`config.mk`:
```
export PLATFORM = sky130hd
export DESIGN_NAME = div_requester
export DESIGN_NICKNAME = d
export VERILOG_FILES = /design/src/rtl/div_pkg.sv /design/src/rtl/div_watchdog.sv /design/src/rtl/div_requester.sv
export SDC_FILE = /design/constraint.sdc
export NUM_CORES = 1
export LEC_CHECK = 0
export BUFFER_PORTS_ARGS = -buffer_cell sky130_fd_sc_hd__clkbuf_2
export CELL_PAD_IN_SITES_DETAIL_PLACEMENT = 0
export CELL_PAD_IN_SITES_GLOBAL_PLACEMENT = 1
export CORE_MARGIN = 3
export CORE_UTILIZATION = 30
export CTS_CLUSTER_DIAMETER = 40
export DETAILED_ROUTE_END_ITERATION = 8
export PLACE_DENSITY = 0.71
export SLEW_MARGIN = 20
export SYNTH_ARGS = -nofsm -noshare
export SYNTH_HDL_FRONTEND = slang
export SYNTH_SLANG_ARGS = --single-unit
export TNS_END_PERCENT = 30
```
`constraint.sdc`:
```
create_clock -name Clock -period 2 [get_ports Clock]
set_clock_uncertainty 0.15 [all_clocks]
set_input_delay 0.2 -clock Clock [delete_from_list [all_inputs] [get_ports Clock]]
set_output_delay 0.2 -clock Clock [all_outputs]
set_load 0.01 [all_outputs]
```
`src/rtl/div_pkg.sv`:
```
// Shared definitions for the divider requester: FSM state encoding, the
// captured result record and a width helper used by the watchdog.
package div_pkg;

    localparam int DIV_W = 8;

    typedef enum logic [2:0] {
        IDLE,
        ISSUE,
        ARM,
        WAIT,
        RESP
    } div_state_e;

    typedef struct packed {
        logic [DIV_W-1:0] quotient;
        logic [DIV_W-1:0] remainder;
        logic             div_by_zero;
        logic             timeout;
    } div_result_t;

    function automatic int clog2(input int value);
        int width;
        width = 0;
        while ((1 << width) < value) begin
            width++;
        end
        return (width == 0) ? 1 : width;
    endfunction

endpackage

```
`src/rtl/div_watchdog.sv`:
```
// Saturating cycle counter guarding the divider handshake; expired marks the
// LIMIT-th enabled cycle so the caller can leave on that clock edge.
module div_watchdog
    import div_pkg::*;
#(
    parameter int LIMIT = 20,
    parameter int CNT_W = clog2(LIMIT + 1)
) (
    input  logic Clock,
    input  logic Reset,
    input  logic clear,
    input  logic enable,
    output logic expired
);

    localparam logic [CNT_W-1:0] MAX  = CNT_W'(LIMIT);
    localparam logic [CNT_W-1:0] LAST = CNT_W'(LIMIT - 1);

    logic [CNT_W-1:0] count;

    // NOTE: sequential state uses non-blocking assignments so every register samples pre-edge values.
    always_ff @(posedge Clock) begin
        if (Reset) begin
            count <= '0;
        end else if (clear) begin
            count <= '0;
        end else if (enable && count != MAX) begin
            count <= count + 1'b1;
        end
    end

    assign expired = enable && (count >= LAST);

endmodule

```
`src/rtl/div_requester.sv`:
```
// Client-side sequencer for the bitslice divider: accepts operand pairs, issues
// one Req pulse, waits for a fresh Done (or timeout) and returns the result.
module div_requester
    import div_pkg::*;
#(
    parameter int OPERAND_W      = DIV_W,
    parameter int TIMEOUT_CYCLES = 2 * OPERAND_W + 4
) (
    input  logic                 Clock,
    input  logic                 Reset,
    input  logic                 InValid,
    output logic                 InReady,
    input  logic [OPERAND_W-1:0] InDividend,
    input  logic [OPERAND_W-1:0] InDivisor,
    output logic                 Req,
    output logic [OPERAND_W-1:0] Dividend,
    output logic [OPERAND_W-1:0] Divisor,
    input  logic                 Done,
    input  logic [OPERAND_W-1:0] Quotient,
    input  logic [OPERAND_W-1:0] Remainder,
    output logic                 OutValid,
    input  logic                 OutReady,
    output logic [OPERAND_W-1:0] OutQuotient,
    output logic [OPERAND_W-1:0] OutRemainder,
    output logic                 OutDivByZero,
    output logic                 OutTimeout,
    output logic                 Busy
);

    div_state_e  state;
    div_state_e  state_next;
    div_result_t result;
    logic        accept;
    logic        wd_expired;

    assign accept = (state == IDLE) && InValid;

    div_watchdog #(
        .LIMIT (TIMEOUT_CYCLES)
    ) u_watchdog (
        .Clock   (Clock),
        .Reset   (Reset),
        .clear   (accept),
        .enable  ((state == ARM) || (state == WAIT)),
        .expired (wd_expired)
    );

    always_ff @(posedge Clock) begin
        if (Reset) begin
            state <= IDLE;
        end else begin
            state <= state_next;
        end
    end

    // NOTE: every combinational output gets a default first so no path infers a latch.
    always_comb begin
        state_next = state;
        case (state)
            IDLE:    if (InValid) state_next = (InDivisor == '0) ? RESP : ISSUE;
            ISSUE:   state_next = ARM;
            ARM:     state_next = WAIT;   // Done here may be left over from the previous op
            WAIT:    if (Done || wd_expired) state_next = RESP;
            RESP:    if (OutReady) state_next = IDLE;
            default: state_next = IDLE;
        endcase
    end

    always_comb begin
        InReady  = 1'b0;
        Req      = 1'b0;
        OutValid = 1'b0;
        Busy     = 1'b1;
        case (state)
            IDLE: begin
                InReady = 1'b1;
                Busy    = 1'b0;
            end
            ISSUE:   Req      = 1'b1;
            RESP:    OutValid = 1'b1;
            default: ;
        endcase
    end

    // Operands drive the datapath directly, so they move only on acceptance.
    always_ff @(posedge Clock) begin
        if (Reset) begin
            Dividend <= '0;
            Divisor  <= '0;
        end else if (accept) begin
            Dividend <= InDividend;
            Divisor  <= InDivisor;
        end
    end

    always_ff @(posedge Clock) begin
        if (Reset) begin
            result <= '0;
        end else if (accept && InDivisor == '0) begin
            result.quotient    <= '1;
            result.remainder   <= InDividend;
            result.div_by_zero <= 1'b1;
            result.timeout     <= 1'b0;
        end else if (state == WAIT && Done) begin
            result.quotient    <= Quotient;
            result.remainder   <= Remainder;
            result.div_by_zero <= 1'b0;
            result.timeout     <= 1'b0;
        end else if (state == WAIT && wd_expired) begin
            result.quotient    <= '1;
            result.remainder   <= '0;
            result.div_by_zero <= 1'b0;
            result.timeout     <= 1'b1;
        end
    end

    assign OutQuotient  = result.quotient;
    assign OutRemainder = result.remainder;
    assign OutDivByZero = result.div_by_zero;
    assign OutTimeout   = result.timeout;

endmodule

```
==> summary.txt, run 1 <==
Power
  – Pwr dens: between 600 and 700 nW/um2
  – Leakage power total: approximately 1.1 nW
  – Maximum vdd ir drop: 0.000417 V

Outcome
  – Status: completed

Placement
  – # port buffers: 74
  – Gp weighted congestion: about 0.77
  – HPWL after DPL: 3600 um
  – Placed cells: approximately 340

Setup path
  – Beginning of the critical path: state[0]
  – Reg-to-reg setup timing slack: 110 ps
  – R2r startpoint: state[0]
  – CP Capture Type: flip-flop
  – Slowest stage delay, CP: about 580 ps
  – CP Buf/Inv Count: 0
  – R2r endpoint: OutQuotient[6]
  – Peak fanout along the critical path: 12
  – CP max stage cell: or4b_4
  – Crit Path Class: reg -> reg
  – Critical path, cell by cell: or4b_4 > or3_4 > o21a_2 > a21oi_1
  – Data required, critical path: 2080 ps
  – Worst setup SP type: flip-flop
  – Delay-heaviest family, CP: simple AND/OR/NAND/NOR gates
  – Path depth of the worst reg2reg path: 4
  – CP Data Arrival Time: roughly 2000 ps

Floorplanning
  – Die area: 6820 um2
  – I/O Pins: 75
  – Site Rows: 27
  – Die Y: approximately 83 um
  – Core area: 5570 um2
  – Initial Utilization: between 30% and 40%
  – Die Wd: around 83 um

Worst hold path
  – Worst hold path endpoint: Divisor[7]
  – Hold crit path type: in -> reg
  – Worst min-delay path startpoint: InDivisor[7]
  – WHS Path Cells: 3

STA
  – Worst-Margin Slew: around 380 ps
  – Highest clock rate: ~0.53 GHz
  – Setup violators final: 0
  – RSZ-0062 raised after global routing: false
  – Final Hold Fails: 0
  – Slew Limit Fails: 0
  – Crit share post-route: 94.7%
  – Setup_tns: 0 ps
  – Slew HR: 74.8%
  – Min cycle time layout: approximately 1900 ps

Drt
  – Detail Route Antenna Nets: 0
  – Vias per inst: between 4 and 5
  – Via Count: 1822
  – Routed wire per std cell: about 13 um
  – DRT Pass-1 Iters: 4
  – WL final: ~5000 um
  – Post-route DRC: 0
  – DR iter-0 viols: roughly 100

Finish
  – # diodes: 0
  – Final Net Count: 333
  – Multi-input logic area: 845 um2
  – # fillers: approximately 570
  – Area grow syn2layout: 43.6%
  – Util after Layout: a little under half
  – Share of cells above drive strength 1: between 30% and 40%
  – Non-filler cells, final: ~370
  – FF/Latch Area: between 800 and 900 um2

Clocking
  – Total clock sinks: between 40 and 50
  – Worst-Skew Late Latency: between 200 and 300 ps
  – TritonCTS clock tree: built
  – Total CTS buffers: 5
  – Clk root buf: clkbuf_8
  – Clk buf depth: 2
  – Clock transition at path regs: 80 ps
  – Postcts setup bufs: 0
  – H-tree levels: 2

Logic synthesis
  – Post-synth top area cell: dfxtp_1
  – Syn Area/Cell: approximately 8.8 um2
  – Register area share after synthesis: 47.8%
  – Unique cell type count in the Yosys netlist: 34
  – Post-Syn Area: 1760 um2
  – Most frequent cell after synthesis: dfxtp_1
  – Top post-synthesis cells by area: dfxtp_1 (48%), a21oi_1 (8.0%), nand2_1 (7.5%), a32oi_1 (4.0%), a22oi_1 (3.4%)
  – Syn_nets: ~240
  – Most instantiated cells after synthesis: dfxtp_1 (42), nand2_1 (35), a21oi_1 (28), clkbuf_1 (11)
  – Ys flop type: dfxtp_1
  – Number of synthesized flops with an enable pin: 0
  – Gate Count Post-Synth: 200
  – Synth warn: 0
  – Flop and latch count out of synthesis: 42
  – Async SR Flop Fraction: 0%
  – Post-synth top area share: between 40% and 50%

Global route
  – Largest net degree at the start of global routing: 18
  – Vias in the first global route: around 1.8k
  – Global-route wire length before repair: a little under 8000 um
  – Initial antenna violation count: 0
  – Grt ovf: 0
  – Gr usage total: about 15%

Job
  – Max_cap viols: 0
-- layer usage --
layer	vias up	GRT usage [%]	part of all wire [%]
met5	-	0	0
met4	0	3.92	1.1
met3	7	6.29	8.1
met2	52	24.8	47
met1	847	18.4	44
li1	916	-	-
-- where the power goes --
| group | total [mW] | switching, mW | internal [mW] |
|---|---|---|---|
| Clock | 0.576 | 0.298 | 0.278 |
| Combinational | 0.294 | 0.157 | 0.137 |
| Sequential | 0.894 | 0.0201 | 0.874 |
-- cell usage in the layout, fill, tap and decap left out, drive strengths merged, types with 2 or more instances in the layout --
cell type	netlist	layout
a2111oi	2	2
nand3	3	3
buf	3	12
a31oi	3	3
a211oi	7	7
and3	2	2
a22oi	8	8
nand2b	3	3
xor2	2	2
nor3b	2	2
nor2b	2	2
nor2	6	6
o21ai	2	2
dfxtp	42	42
nor4b	2	2
ha	2	2
dlygate4sd3	0	15
or4	2	2
nor3	9	9
nand2	35	35
clkbuf	11	80
nand4	2	2
a21oi	28	28
inv	5	5
a32oi	8	8
-- what timing repair did --
| action | CTS | global route |
|---|---|---|
| hold endpoints to repair | 15 | 0 |
| resized for setup | 1 | 3 |
| setup endpoints to repair | 15 | 9 |
| hold buffers | 15 | 0 |
-- state kept, by name, summed over array words and instances (netlist names) --
name,count
Dividend,8
Divisor,8
OutQuotient,8
OutRemainder,8
u_watchdog.count,5
state,3
OutDivByZero,1
OutTimeout,1
-- area by class of cell --
cell class | instances | share of cell area, %
well taps | 72 | 3.57
multi-input cells | 139 | 33.4
repair buffers | 101 | 25.2
flip-flops and latches | 42 | 33.3
clock buffers | 6 | 3.27
clock inverters | 2 | 0.495
inverters | 5 | 0.743
-- worst max-delay path by stage --
stage                                  to  slack [ps]  depth (start not counted)
after global placement    OutRemainder[1]          -9                          5
after detailed placement  OutRemainder[0]         -30                          5
after CTS                 OutRemainder[0]          50                          4
after floorplan            OutQuotient[5]          30                          6
after global routing       OutQuotient[2]          10                          6
final                      OutQuotient[6]         110                          4
-- through the flow --
| stage | instance area (um2) | hold WS [ps] | power (mW) | worst slack (ps) |
|---|---|---|---|---|
| 2_1_floorplan | 1760 | 186 | 1.06 | 25.6 |
| 3_3_place_gp | 2270 | 290 | 1.18 | -8.56 |
| 3_5_place_dp | 2270 | 294 | 1.18 | -29.9 |
| 4_1_cts | 2520 | 29.3 | 1.78 | 45.9 |
| 5_1_grt | 2530 | 23.5 | 1.86 | 14.8 |
| 6_report | 2530 | 22.2 | 1.76 | 106 |
-- tightest hold or removal path, stage by stage --
cell and delay, ps:
clkbuf_2 90, nand2_1 70, a21oi_1 60
-- cells by family (layout without fill, tap and decap cells) --
group	count (synthesis)	after routing	synth area share (%)
AO/OA/AOI/OAI	62	62	23.2
XOR/XNOR	3	3	1.49
adder cells (fa/ha/maj)	2	2	1.42
buffers and inverters	19	114	5.33
flip-flops	42	42	47.8
AND/OR/NAND/NOR	72	72	20.8
No activity file was read; power rests on OpenSTA's default activity.
==> inputs of run 2 (changes only) <==
--- a/config.mk
+++ b/config.mk
@@ -5,6 +5,7 @@
 export SDC_FILE = /design/constraint.sdc
 export NUM_CORES = 1
 export LEC_CHECK = 0
+export ABC_AREA = 1
 export BUFFER_PORTS_ARGS = -buffer_cell sky130_fd_sc_hd__clkbuf_2
 export CELL_PAD_IN_SITES_DETAIL_PLACEMENT = 0
 export CELL_PAD_IN_SITES_GLOBAL_PLACEMENT = 1
@@ -12,7 +13,7 @@
 export CORE_UTILIZATION = 30
 export CTS_CLUSTER_DIAMETER = 40
 export DETAILED_ROUTE_END_ITERATION = 8
-export PLACE_DENSITY = 0.71
+export PLACE_DENSITY = 0.72
 export SLEW_MARGIN = 20
 export SYNTH_ARGS = -nofsm -noshare
 export SYNTH_HDL_FRONTEND = slang
==> run 2 against run 1 <==
Worst setup slack improved by 150 ps. Largest cell class unchanged. Critical path depth rose by 6. Worst hold slack got worse by 16 ps. Clock-buffer cell count rose by 2. Synthesized area rose by 11%. Synthesized cell count rose by 36%. Combinational power rose by 89%. Sequential cell count did not move. Power rose by 24%. Fmax rose by 8.8%.
==> summary.txt, run 2 <==
Drt
  – Via Count: between 1.5k and 2k
  – WL final: roughly 5200 um
  – DRT Pass-1 Iters: 4
  – Post-route DRC: 0
  – Detail Route Antenna Nets: 0
  – DR iter-0 viols: between 60 and 70
  – Vias per inst: between 4 and 5
  – Routed wire per std cell: 12.1 um

Logic synthesis
  – Register area share after synthesis: 43.0%
  – Post-Syn Area: between 1500 and 2000 um2
  – Number of synthesized flops with an enable pin: 0
  – Post-synth top area share: a little over two fifths
  – Async SR Flop Fraction: 0%
  – Gate Count Post-Synth: 271
  – Syn Area/Cell: about 7.2 um2
  – Post-synth top area cell: dfxtp_1
  – Syn_nets: 310
  – Synth warn: 0
  – Ys flop type: dfxtp_1
  – Most frequent cell after synthesis: nand2_1
  – Unique cell type count in the Yosys netlist: 29
  – Most instantiated cells after synthesis: nand2_1 (62), dfxtp_1 (42), nor2_1 (37), inv_1 (32), a21oi_1 (21)
  – Flop and latch count out of synthesis: between 40 and 50
  – Top post-synthesis cells by area: dfxtp_1 (43%), nand2_1 (12%), nor2_1 (7.1%), inv_1 (6.1%), a21oi_1 (5.4%)

Job
  – Max_cap viols: 0

Global route
  – Vias in the first global route: roughly 1.9k
  – Global-route wire length before repair: ~8600 um
  – Grt ovf: 0
  – Initial antenna violation count: 0
  – Largest net degree at the start of global routing: 22
  – Gr usage total: about 15%

Finish
  – Area grow syn2layout: 31.5%
  – Most frequent cells in the layout: clkbuf_2 (74), nand2_1 (62), dfxtp_1 (42)
  – Share of cells above drive strength 1: 29.3%
  – Final Net Count: between 300 and 400
  – Leading cell type in the layout, fill and taps excluded: clkbuf_2
  – # diodes: 0

STA
  – Setup_tns: 0 ps
  – Setup violators final: 0
  – Slew Limit Fails: 0
  – Worst-Margin Slew: 238 ps
  – Crit share post-route: around 87%
  – Final Hold Fails: 0
  – Slew HR: a little over four fifths
  – RSZ-0062 raised after global routing: false
  – Min cycle time layout: approximately 1700 ps
  – Highest clock rate: 0.574 GHz

Power
  – Clk pwr share: 29.1%
  – Sw Ratio: approximately a third
  – Leakage power total: 1.34 nW
  – Comb pwr share: between 20% and 30%
  – Pwr dens: roughly 850 nW/um2
  – Sequential power share: 45.5%
  – Switch Pwr: just under 0.7 mW
  – Final Power: roughly 2.2 mW
  – Maximum vdd ir drop: about 0.00031 V
  – Internal: 1.49 mW

Clocking
  – Total clock sinks: 42
  – TritonCTS clock tree: built
  – H-tree levels: 2
  – Clock transition at path regs: roughly 80 ps
  – Total CTS buffers: 5
  – Clk buf depth: 2
  – Worst-Skew Late Latency: ~290 ps
  – Clk root buf: clkbuf_8

Setup path
  – Critical path, cell by cell: dlygate4sd3_1 > clkbuf_2 > nor2_1 > nand2_1 > nor2_4 > nand2_4 > nand3_4 > inv_1 > nor2_1 > nor2_1
  – CP dominant cell by count: nor2_1
  – Peak fanout along the critical path: 17
  – CP Buf/Inv Count: 3
  – Data required, critical path: between 2000 and 2500 ps
  – Delay-heaviest family, CP: simple AND/OR/NAND/NOR gates
  – Crit Path Class: in -> reg
  – Slowest stage delay, CP: 530 ps
  – Path depth of the worst reg2reg path: 7
  – CP max stage cell: dlygate4sd3_1
  – CP Data Arrival Time: between 1500 and 2000 ps
  – Levels on crit path: 10
  – R2r endpoint: OutRemainder[7]
  – Worst setup SP type: input pin
  – Reg-to-reg setup timing slack: around 330 ps
  – CP Capture Type: flip-flop
  – R2r startpoint: u_watchdog.count[0]

Placement
  – Gp weighted congestion: 0.716
  – # port buffers: between 70 and 80
  – HPWL after DPL: 3820 um

Floorplanning
  – I/O Pins: 75
  – Site Rows: 28
  – Initial Utilization: 31.9%
  – Die area: between 7000 and 8000 um2
  – Die Y: 86.8 um
  – Die Wd: between 80 and 90 um
  – Core area: between 6000 and 7000 um2

Worst hold path
  – WHS Path Cells: 3
  – Worst hold path endpoint: Divisor[1]
  – Worst min-delay path startpoint: InDivisor[1]
  – Hold crit path type: in -> reg

Outcome
  – Status: completed
## run 2: cell count changes after synthesis, moves of 8 or more
cell / change
nor2_1: +31
inv_1: +27
nand2_1: +27
nand3_1: +11
clkbuf_1: -9
a22oi_1: -8
a32oi_1: -8
nand4_1: +8
o21ai_0: +8
## run 2: tightest hold or removal path: cells and delay by family
| kind | cells | cell delay (ps) |
|---|---|---|
| AOI/OAI and AO/OA | 1 | 50 |
| and+or+nand+nor | 1 | 60 |
| buffers and inverters | 1 | 90 |
## run 2: power by group through the flow
| stage | sequential, mW | clock (mW) | combinational [mW] |
|---|---|---|---|
| 2_1_floorplan | 1.03 | 0 | 0.328 |
| 3_3_place_gp | 1.01 | 0 | 0.550 |
| 3_5_place_dp | 1.01 | 0 | 0.551 |
| 4_1_cts | 0.992 | 0.653 | 0.565 |
| 5_1_grt | 1.00 | 0.692 | 0.632 |
| 6_report | 0.991 | 0.634 | 0.556 |
## run 2: cells by family (layout without fill, tap and decap cells)
group	Yosys count	in the layout	share of synthesized area (%)
xor+xnor	1	1	0.448
fa+ha+maj	2	2	1.28
buf+inv	47	131	10.4
compound gates	43	43	12.7
flops	42	42	43.0
simple gates	136	136	32.2
## run 2: metrics by stage
step           cells  hold slack [ps]  setup slack, ps  area, um2  utilization (%)
2_1_floorplan    271              119              496       1960                -
3_3_place_gp     414              305              335       2390             38.9
3_5_place_dp     414              304              325       2390             38.9
4_1_cts          428            0.852             84.5       2560             41.7
5_1_grt          430             16.0              133       2570             42.0
6_report         430             6.59              259       2570             42.0
## run 2: cell type report
cell class / count / area, um2
fill: 665 / 3560
multi-input combinational: 182 / 912
sequential: 42 / 841
timing repair buffer: 86 / 475
inverter: 37 / 140
clock buffer: 8 / 110
tap: 75 / 93.8
## run 2: how the worst max path moves through the flow
stage | from | end | slack [ps]
2_1_floorplan | u_watchdog.count[0] | OutRemainder[1] | 500
3_3_place_gp | InDivisor[6] | OutRemainder[7] | 330
3_5_place_dp | InDivisor[6] | OutRemainder[7] | 330
4_1_cts | InDivisor[6] | OutRemainder[7] | 80
5_1_grt | InDivisor[2] | OutRemainder[7] | 130
6_report | InDivisor[2] | OutRemainder[7] | 260
## run 2: repair_timing
item,4_1_cts,5_1_grt
setup endpoints to repair,0,5
buffers inserted,0,2
hold buffers,6,0
gates resized for setup,0,0
endpoints found under the hold margin,6,0
## run 2: metal layers
layer / vias to the layer above / global-route usage [%] / routed length (um)
met5: - / 0 / 0
met4: 0 / 4.67 / 50
met3: 5 / 3.42 / 361
met2: 56 / 23.6 / 2320
met1: 873 / 19.0 / 2460
li1: 1034 / - / -
==> inputs of run 3 (changes only) <==
--- a/config.mk
+++ b/config.mk
@@ -13,7 +13,7 @@
 export CORE_UTILIZATION = 30
 export CTS_CLUSTER_DIAMETER = 40
 export DETAILED_ROUTE_END_ITERATION = 8
-export PLACE_DENSITY = 0.72
+export PLACE_DENSITY_LB_ADDON = 0.1
 export SLEW_MARGIN = 20
 export SYNTH_ARGS = -nofsm -noshare
 export SYNTH_HDL_FRONTEND = slang
==> run 3 against run 2 <==
Final area shrank 0.63%. Clock power shrank 9.9%. Power fell by 2.9%. Via count decreased by 1.6%. Cell count unchanged. Sequential cell count did not move. Die area unchanged. First-iteration DRC count increased by 57%. Sequential share of layout area grew 0.21 points. Critical path type unchanged. Sequential power is 0.4% lower.
==> summary.txt, run 3 (synthesis results as in run 2) <==
Outcome
  – Status: completed

Placement
  – Dpl cell area: about 2400 um2
  – HPWL after DPL: between 3000 and 4000 um
  – Gp weighted congestion: between 0.7 and 0.8
  – Placed cells: between 400 and 500
  – # port buffers: 74

Finish
  – Area grow syn2layout: 30.6%
  – # fillers: between 600 and 700
  – Non-filler cells, final: 430
  – Final instance area: 2560 um2
  – Most frequent cells in the layout: clkbuf_2 (74), nand2_1 (62), dfxtp_1 (42)
  – Leading cell type in the layout, fill and taps excluded: clkbuf_2
  – # diodes: 0
  – Final Net Count: 393
  – Share of cells above drive strength 1: about 29%

Drt
  – Routed wire per std cell: about 12 um
  – Post-route DRC: 0
  – WL final: 5170 um
  – Via Count: roughly 1.9k
  – Vias per inst: 4.50
  – Detail Route Antenna Nets: 0
  – DR iter-0 viols: 96
  – DRT Pass-1 Iters: 4

Setup path
  – Path depth of the worst reg2reg path: 7
  – Worst setup SP type: input pin
  – CP endpoint: OutRemainder[7]
  – Reg-to-reg setup timing slack: 330 ps
  – Beginning of the critical path: InDivisor[6]
  – CP Capture Type: flip-flop
  – Data required, critical path: roughly 2000 ps
  – Peak fanout along the critical path: 17
  – R2r endpoint: OutRemainder[7]
  – R2r startpoint: state[2]
  – Crit Path Class: in -> reg
  – CP Data Arrival Time: 1730 ps

Worst hold path
  – Worst min-delay path startpoint: InDivisor[5]
  – Hold crit path type: in -> reg

STA
  – Setup_tns: 0 ps
  – Setup violators final: 0
  – Highest clock rate: about 0.59 GHz
  – Slew Limit Fails: 0
  – Worst-Margin Slew: 298 ps
  – Min cycle time layout: between 1500 and 2000 ps
  – Final Hold Fails: 0
  – Crit share post-route: between 80% and 90%
  – Slew HR: between 70% and 80%
  – RSZ-0062 raised after global routing: false

Clocking
  – Clk buf depth: 2
  – Clock transition at path regs: ~80 ps
  – Total clock sinks: 42
  – Total CTS buffers: 5
  – Clk root buf: clkbuf_8
  – TritonCTS clock tree: built
  – H-tree levels: 2
  – Worst-Skew Late Latency: slightly below 300 ps

Power
  – Leakage power total: roughly 1.3 nW
  – Sequential power share: between 40% and 50%
  – Final Power: 2.12 mW
  – Sw Ratio: 32.9%
  – Internal: 1.42 mW
  – Clk pwr share: between 20% and 30%
  – Maximum vdd ir drop: around 0.00040 V
  – Pwr dens: between 800 and 900 nW/um2
  – Switch Pwr: 0.696 mW
  – Comb pwr share: a little over a quarter

Floorplanning
  – Initial Utilization: a little under a third
  – Site Rows: 28
  – Die area: ~7500 um2
  – I/O Pins: 75
  – Core area: 6130 um2
  – Die Y: between 80 and 90 um
  – Die Wd: ~87 um

Global route
  – Gr usage total: between 10% and 20%
  – Initial antenna violation count: 0
  – Largest net degree at the start of global routing: 22
  – Vias in the first global route: 1832
  – Grt ovf: 0
  – Global-route wire length before repair: 8580 um

Job
  – Max_cap viols: 0
-- run 3: cell count changes in the layout (fill, tap and decap cells not counted) --
cell / previous run / this run
clkbuf_1: 0 / 1
clkbuf_8: 8 / 6
dlygate4sd3_1: 6 / 7
clkinv_2: 1 / 2
buf_4: 6 / 5
-- run 3: layout make-up --
type,instances,area [um2],share of cell area (%)
multi-input combinational,182,912,35.7
tap,75,93.8,3.67
clock buffer,7,86.3,3.38
inverter,37,140,5.48
timing repair buffer,86,478,18.7
clock inverter,1,5.00,0.196
sequential,42,841,32.9
-- run 3: worst min path at each step --
stage                             to  slack [ps]  depth (start not counted)
after floorplan             state[1]         120                          1
after global placement    OutTimeout         300                          2
after detailed placement  Divisor[1]         300                          3
after CTS                 Divisor[5]         0.2                          3
after global routing      Divisor[0]           9                          3
final                     Divisor[5]           5                          3
-- run 3: per-layer routing --
metal | part of all wire, % | GRT usage, %
met5 | 0 | 0
met4 | 0.93 | 4.25
met3 | 6.8 | 3.42
met2 | 43 | 21.6
met1 | 50 | 20.5
-- run 3: through the flow --
stage	setup slack (ps)	util, %	hold slack, ps
after floorplan	496	-	119
after global placement	398	39.1	298
after detailed placement	357	39.1	300
after CTS	305	41.7	0.172
after global routing	126	41.7	9.15
final	310	41.7	4.83
-- run 3: repair_timing --
| action | 4_1_cts | 5_1_grt |
|---|---|---|
| gates resized for setup | 0 | 0 |
| buffers inserted | 0 | 0 |
| endpoints found under the setup margin | 0 | 0 |
| hold buffers | 7 | 0 |
| endpoints found under the hold margin | 7 | 0 |
-- run 3: power groups by stage --
stage	combinational, mW	clock [mW]	sequential (mW)
6_report	0.559	0.571	0.987
5_1_grt	0.641	0.626	1.00
4_1_cts	0.571	0.592	0.987
3_5_place_dp	0.557	0	1.01
3_3_place_gp	0.559	0	1.01
2_1_floorplan	0.328	0	1.03
-- run 3: critical path, stage by stage --
cell,delay (ps)
dlygate4sd3_1,540
clkbuf_2,110
nor2_1,90
nand2_1,90
nor2_4,140
nand2_4,150
nand3_4,180
inv_1,90
nor2_1,90
nor2_1,50
